### src/rtl/fetch_unit.sv
// Instruction fetch stage: owns the PC, issues one outstanding imem read,
// and buffers {instruction, pc} pairs in a small FIFO for decode.
module fetch_unit #(
  parameter logic [31:0] RESET_PC = 32'h0000_0000,
  parameter int          DEPTH    = 4
) (
  input  logic        clk,
  input  logic        rst,
  output logic        imem_req_valid,
  input  logic        imem_req_ready,
  output logic [31:0] imem_req_addr,
  input  logic        imem_resp_valid,
  input  logic [31:0] imem_resp_data,
  output logic        inst_valid,
  input  logic        inst_ready,
  output logic [31:0] inst_out,
  output logic [31:0] inst_pc,
  input  logic        redirect_valid,
  input  logic [31:0] redirect_pc
);

  localparam int AW = (DEPTH > 1) ? $clog2(DEPTH) : 1;
  localparam int CW = AW + 1;

  typedef enum logic [1:0] {
    S_IDLE,
    S_WAIT,
    S_DROP
  } state_t;

  state_t          state_q;
  logic [31:0]     fetch_pc_q;
  logic [31:0]     req_pc_q;
  logic [31:0]     data_q [DEPTH];
  logic [31:0]     pc_q   [DEPTH];
  logic [AW-1:0]   rd_q;
  logic [AW-1:0]   wr_q;
  logic [CW-1:0]   cnt_q;
  logic [CW-1:0]   cnt_d;

  logic accept;
  logic push;
  logic pop;
  logic unused_lsb;

  assign unused_lsb = ^redirect_pc[1:0];

  assign imem_req_valid = !rst && (state_q == S_IDLE)
                        && (cnt_q < CW'(DEPTH))
                        && !redirect_valid;
  assign imem_req_addr  = fetch_pc_q;

  assign accept = imem_req_valid && imem_req_ready;
  assign push   = (state_q == S_WAIT) && imem_resp_valid
                && !redirect_valid;
  assign pop    = inst_valid && inst_ready && !redirect_valid;

  assign inst_valid = (cnt_q != '0);
  assign inst_out   = data_q[rd_q];
  assign inst_pc    = pc_q[rd_q];

  // A response always frees the outstanding slot, even under redirect.
  always_ff @(posedge clk or posedge rst) begin
    if (rst) begin
      state_q    <= S_IDLE;
      fetch_pc_q <= RESET_PC;
      req_pc_q   <= '0;
    end else begin
      unique case (state_q)
        S_IDLE: if (accept) state_q <= S_WAIT;
        S_WAIT: begin
          if (imem_resp_valid)     state_q <= S_IDLE;
          else if (redirect_valid) state_q <= S_DROP;
        end
        S_DROP: if (imem_resp_valid) state_q <= S_IDLE;
        default: state_q <= S_IDLE;
      endcase
      if (redirect_valid)
        fetch_pc_q <= {redirect_pc[31:2], 2'b00};
      else if (accept)
        fetch_pc_q <= fetch_pc_q + 32'd4;
      if (accept)
        req_pc_q <= fetch_pc_q;
    end
  end

  always_comb begin
    cnt_d = cnt_q;
    if (push && !pop)
      cnt_d = cnt_q + CW'(1);
    else if (pop && !push)
      cnt_d = cnt_q - CW'(1);
  end

  always_ff @(posedge clk or posedge rst) begin
    if (rst) begin
      rd_q  <= '0;
      wr_q  <= '0;
      cnt_q <= '0;
    end else if (redirect_valid) begin
      rd_q  <= '0;
      wr_q  <= '0;
      cnt_q <= '0;
    end else begin
      if (push) wr_q <= wr_q + AW'(1);
      if (pop)  rd_q <= rd_q + AW'(1);
      cnt_q <= cnt_d;
    end
  end

  always_ff @(posedge clk) begin
    if (push) begin
      data_q[wr_q] <= imem_resp_data;
      pc_q[wr_q]   <= req_pc_q;
    end
  end

endmodule

### config.mk
export PLATFORM = sky130hd
export DESIGN_NAME = fetch_unit
export DESIGN_NICKNAME = d
export VERILOG_FILES = /design/src/rtl/fetch_unit.sv
export SDC_FILE = /design/constraint.sdc
export NUM_CORES = 1
export LEC_CHECK = 0
export BUFFER_PORTS_ARGS = -buffer_cell sky130_fd_sc_hd__clkbuf_2
export CAP_MARGIN = 20
export CORE_MARGIN = 4
export CORE_UTILIZATION = 40
export DETAILED_ROUTE_END_ITERATION = 12
export PLACE_DENSITY = 0.57
export SETUP_SLACK_MARGIN = 0.5
export SLEW_MARGIN = 20
export SYNTH_ARGS = -nofsm -noshare
export SYNTH_HDL_FRONTEND = slang
export SYNTH_SLANG_ARGS = --single-unit
### constraint.sdc
create_clock -name clk -period 7.3 [get_ports clk]
set_clock_uncertainty 0.05 [all_clocks]
set_input_delay 1.46 -clock clk [delete_from_list [all_inputs] [get_ports clk]]
set_output_delay 1.46 -clock clk [all_outputs]
set_load 0.05 [all_outputs]
### After elaboration in Yosys (flattened, before gate mapping)

Memory sizes are Yosys's and may differ from the RTL's.
Cells that the tools add are included.

| storage, ports and cells | value |
|---|---|
| bits in registers | 73 |
| latch bits | 0 |
| bits in writable memories | 256 |
| memory bits (read-only) | 0 |
| input port bits | 70 |
| output and inout port bits | 98 |
| logic and storage cells | 56 |
| memories | 2 |

Memory list:

| memory | depth | width | read ports | clocked after Yosys merged registers in | write ports | line | source |
|---|---|---|---|---|---|---|---|
| data_q | 4 | 32 | 1 | 0 | 1 | 34 | `logic [31:0] data_q [DEPTH];` |
| pc_q | 4 | 32 | 1 | 0 | 1 | 35 | `logic [31:0] pc_q [DEPTH];` |

| operators by class | value |
|---|---|
| $add $sub $neg | 5 |
| multipliers | 0 |
| div/mod/pow operators | 0 |
| $lt $le $gt $ge | 1 |
| equality and inequality tests | 5 |
| shift-type cells | 0 |
| multiplexer cells | 16 |
| bitwise gates (word level) | 0 |
| reduce and logical (&&, ||, !) cells | 21 |

Operator list:

| kind | count |
|---|---|
| 2-to-1 mux 32 bit | 2 |
| adder 32 x 3 -> 32 bit (second input constant) | 1 |
| 2-to-1 mux 2 bit | 8 |
| logical AND 1 bit | 10 |
| 2-to-1 mux 3 bit | 3 |
| one-hot mux 2 bit (3 select lines) | 1 |
| nonzero test 2 bit | 3 |
| nonzero test 3 bit | 2 |
| adder 2 x 1 -> 2 bit (second input constant) | 2 |
| zero test 1 bit | 4 |
| inequality test 2 bit (second input constant) | 2 |
| adder 3 x 1 -> 3 bit (second input constant) | 1 |
| < comparator 3 bit (second input constant) | 1 |
| inequality test 3 bit (second input constant) | 1 |
| AND reduction 3 bit | 1 |
| subtractor 3 x 1 -> 3 bit (second input constant) | 1 |
| == test 2 x 1 -> 1 bit (second input constant) | 1 |
| == test 2 bit (second input constant) | 1 |
| zero test 2 bit | 1 |
| 2-to-1 mux 1 bit | 2 |

### Longest topological paths before layout

Gate-level depths: netlist (run 1).

| logic depth | value |
|---|---|
| word-level depth | 8 |
| gate-level depth with buffers | 8 |
| mapped depth without buffers | 8 |

### Least setup slack after synthesis (run 1)

No wires, ideal clock.

| timing | value |
|---|---|
| path kind | input-to-output |
| start point | in rst |
| end point | out imem_req_valid |
| arrival | 3502 ps |
| required time | 5790 ps |
| setup slack | 2288 ps |
| stages on the path | 2 |
| buffers on the path | 0 |
| cells stage by stage | inv_1 -> and2_1 |

| between the ends | value |
|---|---|
| cells in the longest elaborated chain, start to end | 4 |

Ends and longest elaborated chain:

| what | line | source |
|---|---|---|
| from (decl) | 8 | `input logic rst,` |
| zero test 1 bit (no source line) | n/a |  |
| logical AND 1 bit | 48 | `assign imem_req_valid = !rst && (state_q == S_IDLE)` |
| logical AND 1 bit | 49 | `&& (cnt_q < CW'(DEPTH))` |
| logical AND 1 bit | 50 | `&& !redirect_valid;` |
| to (decl) | 9 | `output logic imem_req_valid,` |

Every way passes these cells.

### Final worst setup path (run 1)

| timing | value |
|---|---|
| start point | in redirect_valid |
| end point | out imem_req_valid |

| between the ends | value |
|---|---|
| cells in the longest elaborated chain, start to end | 2 |

Ends and longest elaborated chain:

| what | line | source |
|---|---|---|
| from (decl) | 18 | `input logic redirect_valid,` |
| zero test 1 bit | 50 |  |
| logical AND 1 bit | 50 |  |

Every way passes these cells.

==> results of run 1 <==
metrics by stage:
step / instances / util / total power [mW] / worst slack (ps)
6_report: 1314 / 0.483 / 5.29 / 2880
3_3_place_gp: 1251 / 0.446 / 3.63 / 2830
3_5_place_dp: 1251 / 0.446 / 3.64 / 2860
4_1_cts: 1313 / 0.482 / 5.36 / 2650
2_1_floorplan: 722 / - / 3.31 / 2290
5_1_grt: 1314 / 0.483 / 5.54 / 2740
sequential cells by signal, summed over array words and instances, names as in the netlist:
signal and cells:
pc_q 120, state_q 2, cnt_q 3, rd_q 2, wr_q 2, data_q 128, imem_req_addr 30, req_pc_q 30
final cells by class:
| type | instances | area, µm² |
|---|---|---|
| timing repair buffer | 170 | 893 |
| clock buffer | 50 | 1000 |
| fill | 2654 | 15900 |
| inverter | 14 | 52.6 |
| sequential | 317 | 9180 |
| multi-input combinational | 355 | 3070 |
| clock inverter | 12 | 108 |
| tap | 396 | 495 |
metal layers:
| metal | GRT usage | vias up | wire length [µm] |
|---|---|---|---|
| li1 | - | 3139 | - |
| met1 | 0.226 | 3501 | 11700 |
| met2 | 0.250 | 237 | 12500 |
| met3 | 0.0387 | 48 | 2150 |
| met4 | 0.0361 | 2 | 454 |
| met5 | 0 | - | 13 |
report_power, final:
group          total (mW)  internal (mW)  leakage (nW)  switching [mW]
logic                1.26          0.408          1.81           0.848
clock network        1.69           1.03         0.544           0.665
registers            2.34           2.15          3.11           0.194
total                5.29           3.58          5.46            1.71
logic make-up (layout without fill, tap and decap cells):
| kind of cell | count (synthesis) | after routing |
|---|---|---|
| flip-flops | 317 | 317 |
| AND/OR/NAND/NOR | 199 | 199 |
| AO/OA/AOI/OAI | 74 | 74 |
| multiplexers | 63 | 63 |
| buffers and inverters | 50 | 246 |
| XOR/XNOR | 9 | 9 |
| adder cells (fa/ha/maj) | 6 | 6 |
| other | 1 | 4 |
final timing paths:
check	startpoint	to	slack, ps
max in group asynchronous	rst	rd_q[1]$_DFFE_PP0P_	5280
max reg2reg	cnt_q[2]$_DFFE_PP0P_	imem_req_addr[4]$_DFFE_PP0P_	4550
min reg2reg	req_pc_q[25]$_DFFE_PP0P_	pc_q[1][25]$_DFFE_PP_	470
min in group asynchronous	rst	imem_req_addr[24]$_DFFE_PP0P_	1210
min	req_pc_q[25]$_DFFE_PP0P_	pc_q[1][25]$_DFFE_PP_	470
max	redirect_valid	imem_req_valid	2880
placed cells by master, fill, tap and decap left out, types with 3 or more instances in the layout:
| cell type | n |
|---|---|
| clkbuf_16 | 37 |
| ha_1 | 5 |
| and2_4 | 4 |
| and2_1 | 4 |
| or3_1 | 3 |
| mux4_2 | 62 |
| clkbuf_1 | 10 |
| dfrtp_1 | 67 |
| nand2_1 | 110 |
| o311ai_0 | 6 |
| or4_1 | 3 |
| clkbuf_8 | 3 |
| nor2_1 | 20 |
| a21oi_1 | 11 |
| o211ai_1 | 9 |
| nand4_1 | 6 |
| edfxtp_1 | 248 |
| clkinv_2 | 5 |
| a221o_1 | 5 |
| buf_4 | 8 |
| clkbuf_2 | 161 |
| o21ai_0 | 24 |
| and3_1 | 4 |
| xor2_1 | 5 |
| clkinv_1 | 4 |
| inv_1 | 13 |
| nand3_1 | 23 |
| xnor2_1 | 4 |
| conb_1 | 4 |
| nor3_1 | 3 |
==> impl_metrics.env, run 1 <==
export IMPL_placed_area_um2=13700
export IMPL_drv_slew=0
export IMPL_crit_path_top_delay_cell="nor4_2"
export IMPL_post_synth_num_cell_types=58
export IMPL_synthSimpleGateAreaFrac=0.0787
export IMPL_ant_nets=0
export IMPL_grt_overflow_total=0
export IMPL_synth_seq_cells=317
export IMPL_grt_total_usage=0.158
export IMPL_grt_max_degree=71
export IMPL_cts_resized=0
export IMPL_clockRootBuffer="clkbuf_16"
export IMPL_start_kind="input pin"
export IMPL_syn2layout_area_growth_pct=18.9
export IMPL_max_cap_violations=0
export IMPL_crit_path_end_kind="primary output"
export IMPL_finalSetupTns_ps=0
export IMPL_dp_hpwl_um=15700
export IMPL_num_vias=6927
export IMPL_clock_sinks=317
export IMPL_ios=168
export IMPL_min_delay_path_depth=0
export IMPL_yosysTopAreaCell="edfxtp_1"
export IMPL_vias_per_cell=5.27
export IMPL_hold_buffers=0
export IMPL_worst_setup_path_type="input pin to primary output"
export IMPL_p_per_area_nw_per_um2=357
export IMPL_crit_chain="clkbuf_2, buf_4, nor4_2, and2_1, clkbuf_2"
export IMPL_ys_flop_type="edfxtp_1"
export IMPL_htreeDepth=2
export IMPL_cts_made_buffers=35
export IMPL_clk_pin_slew_ps=60
export IMPL_design_core_area_um2=30700
export IMPL_cts_tree="done"
export IMPL_yosys_warnings=0
export IMPL_max_freq_ghz=0.226
export IMPL_crit_top_cell="clkbuf_2"
export IMPL_dieArea_um2=34000
export IMPL_grt_first_pass_wirelength_um=42200
export IMPL_io_buffers=161
export IMPL_avgSynthCellArea_um2=17.3
export IMPL_whs_ps=466
export IMPL_finalHoldViolCount=0
export IMPL_setup_viol=0
export IMPL_slew_headroom=0.302
export IMPL_die_w_um=184
export IMPL_fin_area_um2=14800
export IMPL_cp_depth=5
export IMPL_synth_edf_count=248
export IMPL_ff2ff_path_depth=6
export IMPL_drive_gt1_frac=0.327
export IMPL_post_drt_wl_per_cell_um=20.4
export IMPL_wl_um=26800
export IMPL_worstSkewPairLatency_ps=500
export IMPL_hold_path_class="register to register"
export IMPL_synth_common_cells="248 x edfxtp_1, 111 x nand2_1, 69 x dfrtp_1"
export IMPL_cp_max_fo=48
export IMPL_synth_area_mux_share=0.113
export IMPL_synth_most_common_cell="edfxtp_1"
export IMPL_crit_family="simple AND/OR/NAND/NOR gates"
export IMPL_critical_path_required_ps=5790
export IMPL_fin_nets=969
export IMPL_critPathMaxStageDelay_ps=580
export IMPL_leakage_nw=5.46
export IMPL_chipHeight_um=184
export IMPL_antenna_found_initial=1
export IMPL_antenna_cells=0
export IMPL_critPathBufInv=3
export IMPL_async_reset_ff_frac=0.218
export IMPL_synth_top_family_by_area="multiplexers"
export IMPL_synth_adder_area_share=0.00663
export IMPL_tightest_slew_ps=1050
export IMPL_arrival_ps=2910
export IMPL_num_rows=64
export IMPL_synth_xor_area_share=0.00633
export IMPL_synth_top_area_frac=0.598
export IMPL_start_util=0.406
export IMPL_drcViolationCount=0
export IMPL_synth_compound_area_frac=0.0401
export IMPL_min_period_over_period=0.605
export IMPL_max_clock_path_buffers=3
export IMPL_firstDrtPassIters=5
export IMPL_min_period_ps=4420
export IMPL_yosys_top_cells_area="edfxtp_1 60%, dfrtp_1 14%, mux4_2 11%"
export IMPL_irDropWorstVdd_mv=0.277
export IMPL_status="completed"
export IMPL_drt_initial_drc_count=426
export IMPL_rsz0062_at_grt="false"
export IMPL_grt_pass1_vias=7309
export IMPL_place_gp_congestion=0.837
export IMPL_synth_yosys_seq_area_share=0.737
export IMPL_netlist_area_um2=12500
export IMPL_cts_setup_buffers=0
export IMPL_netlist_instances=719
No activity file was read; power rests on OpenSTA's default activity.
==> run 2, diff against run 1 <==
Settings changed: ABC_AREA set to 1, PLACE_DENSITY 0.57 to 0.59.
Clock period 7.3 ns to 3.8 ns, I/O delays scaled along.
==> run 2 against run 1 <==
Power increased by 97%. Non-clock buffer count increased by 12. Largest power group unchanged. Clock power increased by 100%. Register-to-register slack got worse by 2900 ps. Routed wire length increased by 11%. Die area increased by 4.0%. Final area increased by 5.0%. Highest routed layer is now met4. Synthesized cell count increased by 58%. Utilization increased by 0.60 points. First-iteration DRC count increased by 26%. Critical path type is now register to primary output. Sequential power increased by 91%.
==> impl_metrics.env, run 2 <==
export IMPL_dpl_cell_count=1699
export IMPL_leakage_nw=6.01
export IMPL_antenna_found_initial=0
export IMPL_die_w_um=188
export IMPL_drv_slew=0
export IMPL_synth_common_cells="248 x edfxtp_1, 177 x nor2_1, 162 x nand2_1"
export IMPL_netlist_instances=1139
export IMPL_finalNonFillerCells=1764
export IMPL_min_period_ps=3120
export IMPL_finalHoldViolCount=0
export IMPL_clock_sinks=317
export IMPL_slew_headroom=0.413
export IMPL_crit_path_top_delay_cell="dfrtp_4"
export IMPL_synth_top_area_frac=0.574
export IMPL_critPathMaxStageDelay_ps=500
export IMPL_yosys_warnings=0
export IMPL_fin_nets=1378
export IMPL_synth_seq_cells=317
export IMPL_synth_most_common_cell="edfxtp_1"
export IMPL_dp_hpwl_um=18700
export IMPL_wl_um=29700
export IMPL_clockRootBuffer="clkbuf_16"
export IMPL_ios=168
export IMPL_grt_total_usage=0.167
export IMPL_final_cell_mix="248 x edfxtp_1, 173 x nor2_1, 162 x nand2_1"
export IMPL_cts_tree="done"
export IMPL_worst_setup_path_type="register to primary output"
export IMPL_setup_viol=0
export IMPL_ys_flop_type="edfxtp_1"
export IMPL_final_common_cell="edfxtp_1"
export IMPL_max_freq_ghz=0.320
export IMPL_place_gp_congestion=0.850
export IMPL_drive_gt1_frac=0.196
export IMPL_crit_family="buffers and inverters"
export IMPL_firstDrtPassIters=5
export IMPL_irDropWorstVdd_mv=0.285
export IMPL_cts_made_buffers=36
export IMPL_num_vias=8794
export IMPL_async_reset_ff_frac=0.218
export IMPL_grt_first_pass_wirelength_um=47400
export IMPL_status="completed"
export IMPL_hold_buffers=0
export IMPL_netlist_area_um2=13000
export IMPL_io_buffers=161
export IMPL_ant_nets=0
export IMPL_vias_per_cell=4.99
export IMPL_grt_pass1_vias=8698
export IMPL_worstSkewPairLatency_ps=510
export IMPL_start_util=0.408
export IMPL_yosys_top_cells_area="edfxtp_1 57%, dfrtp_1 13%, o21ai_0 6.1%"
export IMPL_p_per_area_nw_per_um2=671
export IMPL_grt_max_degree=71
export IMPL_max_cap_violations=0
export IMPL_design_core_area_um2=31800
export IMPL_num_rows=65
export IMPL_hold_path_class="input pin to register"
export IMPL_drt_initial_drc_count=537
export IMPL_rsz0062_at_grt="false"
export IMPL_min_period_over_period=0.821
export IMPL_synth_edf_count=248
export IMPL_arrival_ps=2310
export IMPL_clk_pin_slew_ps=60
export IMPL_regMostFlops="data_q"
export IMPL_synth_yosys_seq_area_share=0.707
export IMPL_crit_path_end_kind="primary output"
export IMPL_drcViolationCount=0
export IMPL_syn2layout_area_growth_pct=19.8
export IMPL_antenna_cells=0
export IMPL_tightest_slew_ps=880
export IMPL_dieArea_um2=35400
export IMPL_top_regs="data_q (128), pc_q (120)"
export IMPL_critPathBufInv=3
export IMPL_critical_path_required_ps=2990
export IMPL_start_kind="register"
export IMPL_max_clock_path_buffers=3
export IMPL_grt_overflow_total=0
export IMPL_htreeDepth=2
export IMPL_cp_max_fo=49
export IMPL_chipHeight_um=188
export IMPL_post_drt_wl_per_cell_um=16.9
export IMPL_largest_reg_flops=128
export IMPL_post_synth_num_cell_types=31
export IMPL_avgSynthCellArea_um2=11.4
export IMPL_finalSetupTns_ps=0
export IMPL_crit_chain="clkinv_2, buf_12, o21ai_0, o22ai_1, clkbuf_2"
export IMPL_yosysTopAreaCell="edfxtp_1"
run 2: layout make-up:
cell class,instances,area [µm²]
Clock inverter,20,206
Sequential cell,317,9180
Timing Repair Buffer,182,1060
Fill cell,2899,16300
Tap cell,435,544
Inverter,78,298
Clock buffer,45,986
Multi-Input combinational cell,687,3270
run 2: layer usage:
metal  global-route usage  vias up  routed length (µm)
met5                    0        -                   0
met4               0.0401        0                 525
met3               0.0302       41                1720
met2                0.277      252               14000
met1                0.229     4174               13500
li1                     -     4327                   -
run 2: kinds of logic (layout without fill, tap and decap cells):
kind of cell / Yosys count / count (layout) / share of synthesized area
fa+ha+maj: 6 / 6 / 0.00636
flops: 317 / 317 / 0.707
buf+inv: 138 / 325 / 0.0441
simple gates: 424 / 424 / 0.136
compound gates: 248 / 248 / 0.103
xor+xnor: 5 / 5 / 0.00337
other cells: 1 / 4 / 0.000289
run 2: path summary, 6_finish.rpt:
path                                         from                           end  slack (ps)  cells after the start
max in group asynchronous                     rst           rd_q[0]$_DFFE_PP0P_        2520                      3
min in group asynchronous                     rst          cnt_q[2]$_DFFE_PP0P_         530                      3
setup / recovery              rd_q[0]$_DFFE_PP0P_                   inst_pc[27]         680                      5
setup reg to reg           state_q[1]$_DFFE_PP0P_       data_q[3][25]$_DFFE_PP_        1620                      6
hold / removal                     redirect_pc[6]  imem_req_addr[6]$_DFFE_PP0P_         410                      3
hold reg to reg              cnt_q[0]$_DFFE_PP0P_          cnt_q[0]$_DFFE_PP0P_         440                      1
run 2: power breakdown:
part           switching (mW)  internal, mW
Sequential              0.318          4.14
Clock                    1.33          2.12
Combinational            1.95         0.576
Total                    3.59          6.83
run 2: tightest hold or removal path: stages:
cell and delay [ps]:
clkbuf_2 80, nand2_1 40, nand2_1 50
run 2: metrics by stage:
stage                     total power, mW  hold WS (ps)  instance area [µm²]   util  setup slack, ps
final                                10.4           409                15500  0.489              679
after global routing                 11.0           401                15500  0.489              522
after CTS                            10.6           386                15500  0.489              524
after detailed placement             7.08           437                14300  0.451             1070
after global placement               7.04           425                14300  0.451             1100
after floorplan                      6.31           403                13000      -              332
run 2: repair_timing:
| action | 4_1_cts | 5_1_grt |
|---|---|---|
| gates resized for setup | 0 | 2 |
| setup endpoints to repair | 0 | 12 |
| buffers inserted | 0 | 0 |
==> run 3, diff against run 2 <==
Settings changed: ABC_AREA 1 to 0.
Clock period 3.8 ns to 2.85 ns, I/O delays scaled along.
==> run 3 against run 2 <==
Final cell count fell by 23%. Routed wire length down 7.9%. Via count fell by 20%. Critical path type unchanged. Largest power group unchanged. Critical endpoint is now inst_pc[13]. Worst setup slack worse by 490 ps.
==> impl_metrics.env, run 3 (synthesized netlist as in run 1, its figures left out) <==
export IMPL_status="completed"
export IMPL_start_kind="register"
export IMPL_leakage_nw=5.89
export IMPL_final_cell_mix="248 x edfxtp_1, 110 x nand2_1, 98 x clkbuf_2"
export IMPL_grt_max_degree=70
export IMPL_io_buffers=161
export IMPL_dieArea_um2=34000
export IMPL_clk_pin_slew_ps=60
export IMPL_p_int_mw=10.1
export IMPL_cp_max_fo=5
export IMPL_critical_path_required_ps=2230
export IMPL_firstDrtPassIters=5
export IMPL_r2r_slack_ps=690
export IMPL_worstSkewPairLatency_ps=490
export IMPL_slew_headroom=0.383
export IMPL_antenna_found_initial=0
export IMPL_top_regs="data_q (128), pc_q (120)"
export IMPL_cts_made_buffers=36
export IMPL_chipHeight_um=184
export IMPL_place_gp_congestion=0.805
export IMPL_rr_startpoint="imem_req_addr[3]$_DFFE_PP0P_"
export IMPL_die_w_um=184
export IMPL_fill_cells=2549
export IMPL_post_drt_wl_per_cell_um=20.3
export IMPL_grt_total_usage=0.161
export IMPL_finalSetupTns_ps=0
export IMPL_drv_slew=0
export IMPL_irDropWorstVdd_mv=0.450
export IMPL_arrival_ps=2040
export IMPL_vias_per_cell=5.24
export IMPL_p_clk_frac=0.302
export IMPL_max_freq_ghz=0.376
export IMPL_ff2ff_path_depth=7
export IMPL_rr_endpoint="imem_req_addr[28]$_DFFE_PP0P_"
export IMPL_ant_nets=0
export IMPL_ios=168
export IMPL_grt_overflow_total=0
export IMPL_dp_hpwl_um=17300
export IMPL_hold_buffers=0
export IMPL_clock_sinks=317
export IMPL_switchingPower_mw=4.56
export IMPL_finalHoldViolCount=0
export IMPL_num_vias=7069
export IMPL_utilization=0.517
export IMPL_antenna_cells=0
export IMPL_startpoint="rd_q[0]$_DFFE_PP0P_"
export IMPL_tightest_slew_ps=925
export IMPL_largest_reg_flops=128
export IMPL_setup_viol=0
export IMPL_crit_path_end_kind="primary output"
export IMPL_rsz0062_at_grt="true"
export IMPL_start_util=0.406
export IMPL_num_rows=64
export IMPL_drcViolationCount=0
export IMPL_cts_tree="done"
export IMPL_crit_end="inst_pc[13]"
export IMPL_p_per_area_nw_per_um2=923
export IMPL_seq_power_share=0.402
export IMPL_grt_first_pass_wirelength_um=42400
export IMPL_final_common_cell="edfxtp_1"
export IMPL_design_core_area_um2=30700
export IMPL_drive_gt1_frac=0.354
export IMPL_htreeDepth=2
export IMPL_switching_share=0.312
export IMPL_drt_initial_drc_count=497
export IMPL_regMostFlops="data_q"
export IMPL_comb_power_share=0.297
export IMPL_grt_pass1_vias=7263
export IMPL_max_clock_path_buffers=3
export IMPL_hold_path_class="input pin to register"
export IMPL_min_period_over_period=0.932
export IMPL_wl_um=27400
export IMPL_worst_setup_path_type="register to primary output"
export IMPL_fin_nets=1005
export IMPL_clockRootBuffer="clkbuf_16"
export IMPL_syn2layout_area_growth_pct=27.4
export IMPL_max_cap_violations=0
export IMPL_min_period_ps=2660
==> run 3: repair_timing <==
| item | 4_1_cts | 5_1_grt |
|---|---|---|
| setup buffers | 8 | 3 |
| setup endpoints to repair | 63 | 63 |
| gates resized for setup | 114 | 65 |
| pin swaps | 0 | 1 |
| gates cloned | 3 | 2 |
==> run 3: power groups by stage <==
stage          registers, mW  clock network (mW)  logic [mW]
3_5_place_dp            6.04                   0        3.40
3_3_place_gp            6.01                   0        3.38
2_1_floorplan           6.01                   0        2.47
4_1_cts                 5.88                4.55        4.16
6_report                5.88                4.41        4.34
5_1_grt                 5.94                4.78        4.61
==> run 3: critical path, cell delays in order (launching register included) <==
cell and delay (ps):
dfrtp_4 500, buf_12 150, buf_12 130, buf_16 140
mux4_2 460, buf_8 170
==> run 3: through the flow <==
step	hold WS (ps)	cell area, µm²	setup WS [ps]	power, mW	instances
after floorplan	426	12500	134	8.49	722
after detailed placement	461	13900	388	9.44	1271
after global routing	217	15900	120	15.3	1350
after CTS	198	15700	144	14.6	1345
after global placement	447	13900	353	9.40	1271
final	225	15900	193	14.6	1350
==> run 3: layer usage <==
metal / up-vias / share of wire / global-route usage
met4: 0 / 0.014 / 0.0343
li1: 3234 / - / -
met5: - / 0 / 0
met2: 227 / 0.48 / 0.260
met1: 3574 / 0.43 / 0.228
met3: 34 / 0.071 / 0.0361
==> run 3: layout make-up <==
class                      count  area, µm²  area share
sequential                   317       9180       0.579
multi-input combinational    355       3070       0.194
timing repair buffer         205       1910       0.121
clock buffer                  49        991      0.0625
tap                          396        495      0.0312
clock inverter                14        154     0.00970
inverter                      14       56.3     0.00355
==> run 3: how the worst min path moves through the flow <==
stage | start | end | slack, ps | depth (start not counted)
detailed placement | req_pc_q[8]$_DFFE_PP0P_ | pc_q[0][8]$_DFFE_PP_ | 460 | 0
global route | imem_resp_valid | state_q[1]$_DFFE_PP0P_ | 220 | 2
global placement | req_pc_q[13]$_DFFE_PP0P_ | pc_q[2][13]$_DFFE_PP_ | 450 | 0
CTS | imem_resp_valid | state_q[1]$_DFFE_PP0P_ | 200 | 2
finish | imem_resp_valid | state_q[1]$_DFFE_PP0P_ | 220 | 2
floorplan | req_pc_q[10]$_DFFE_PP0P_ | pc_q[0][10]$_DFFE_PP_ | 430 | 0
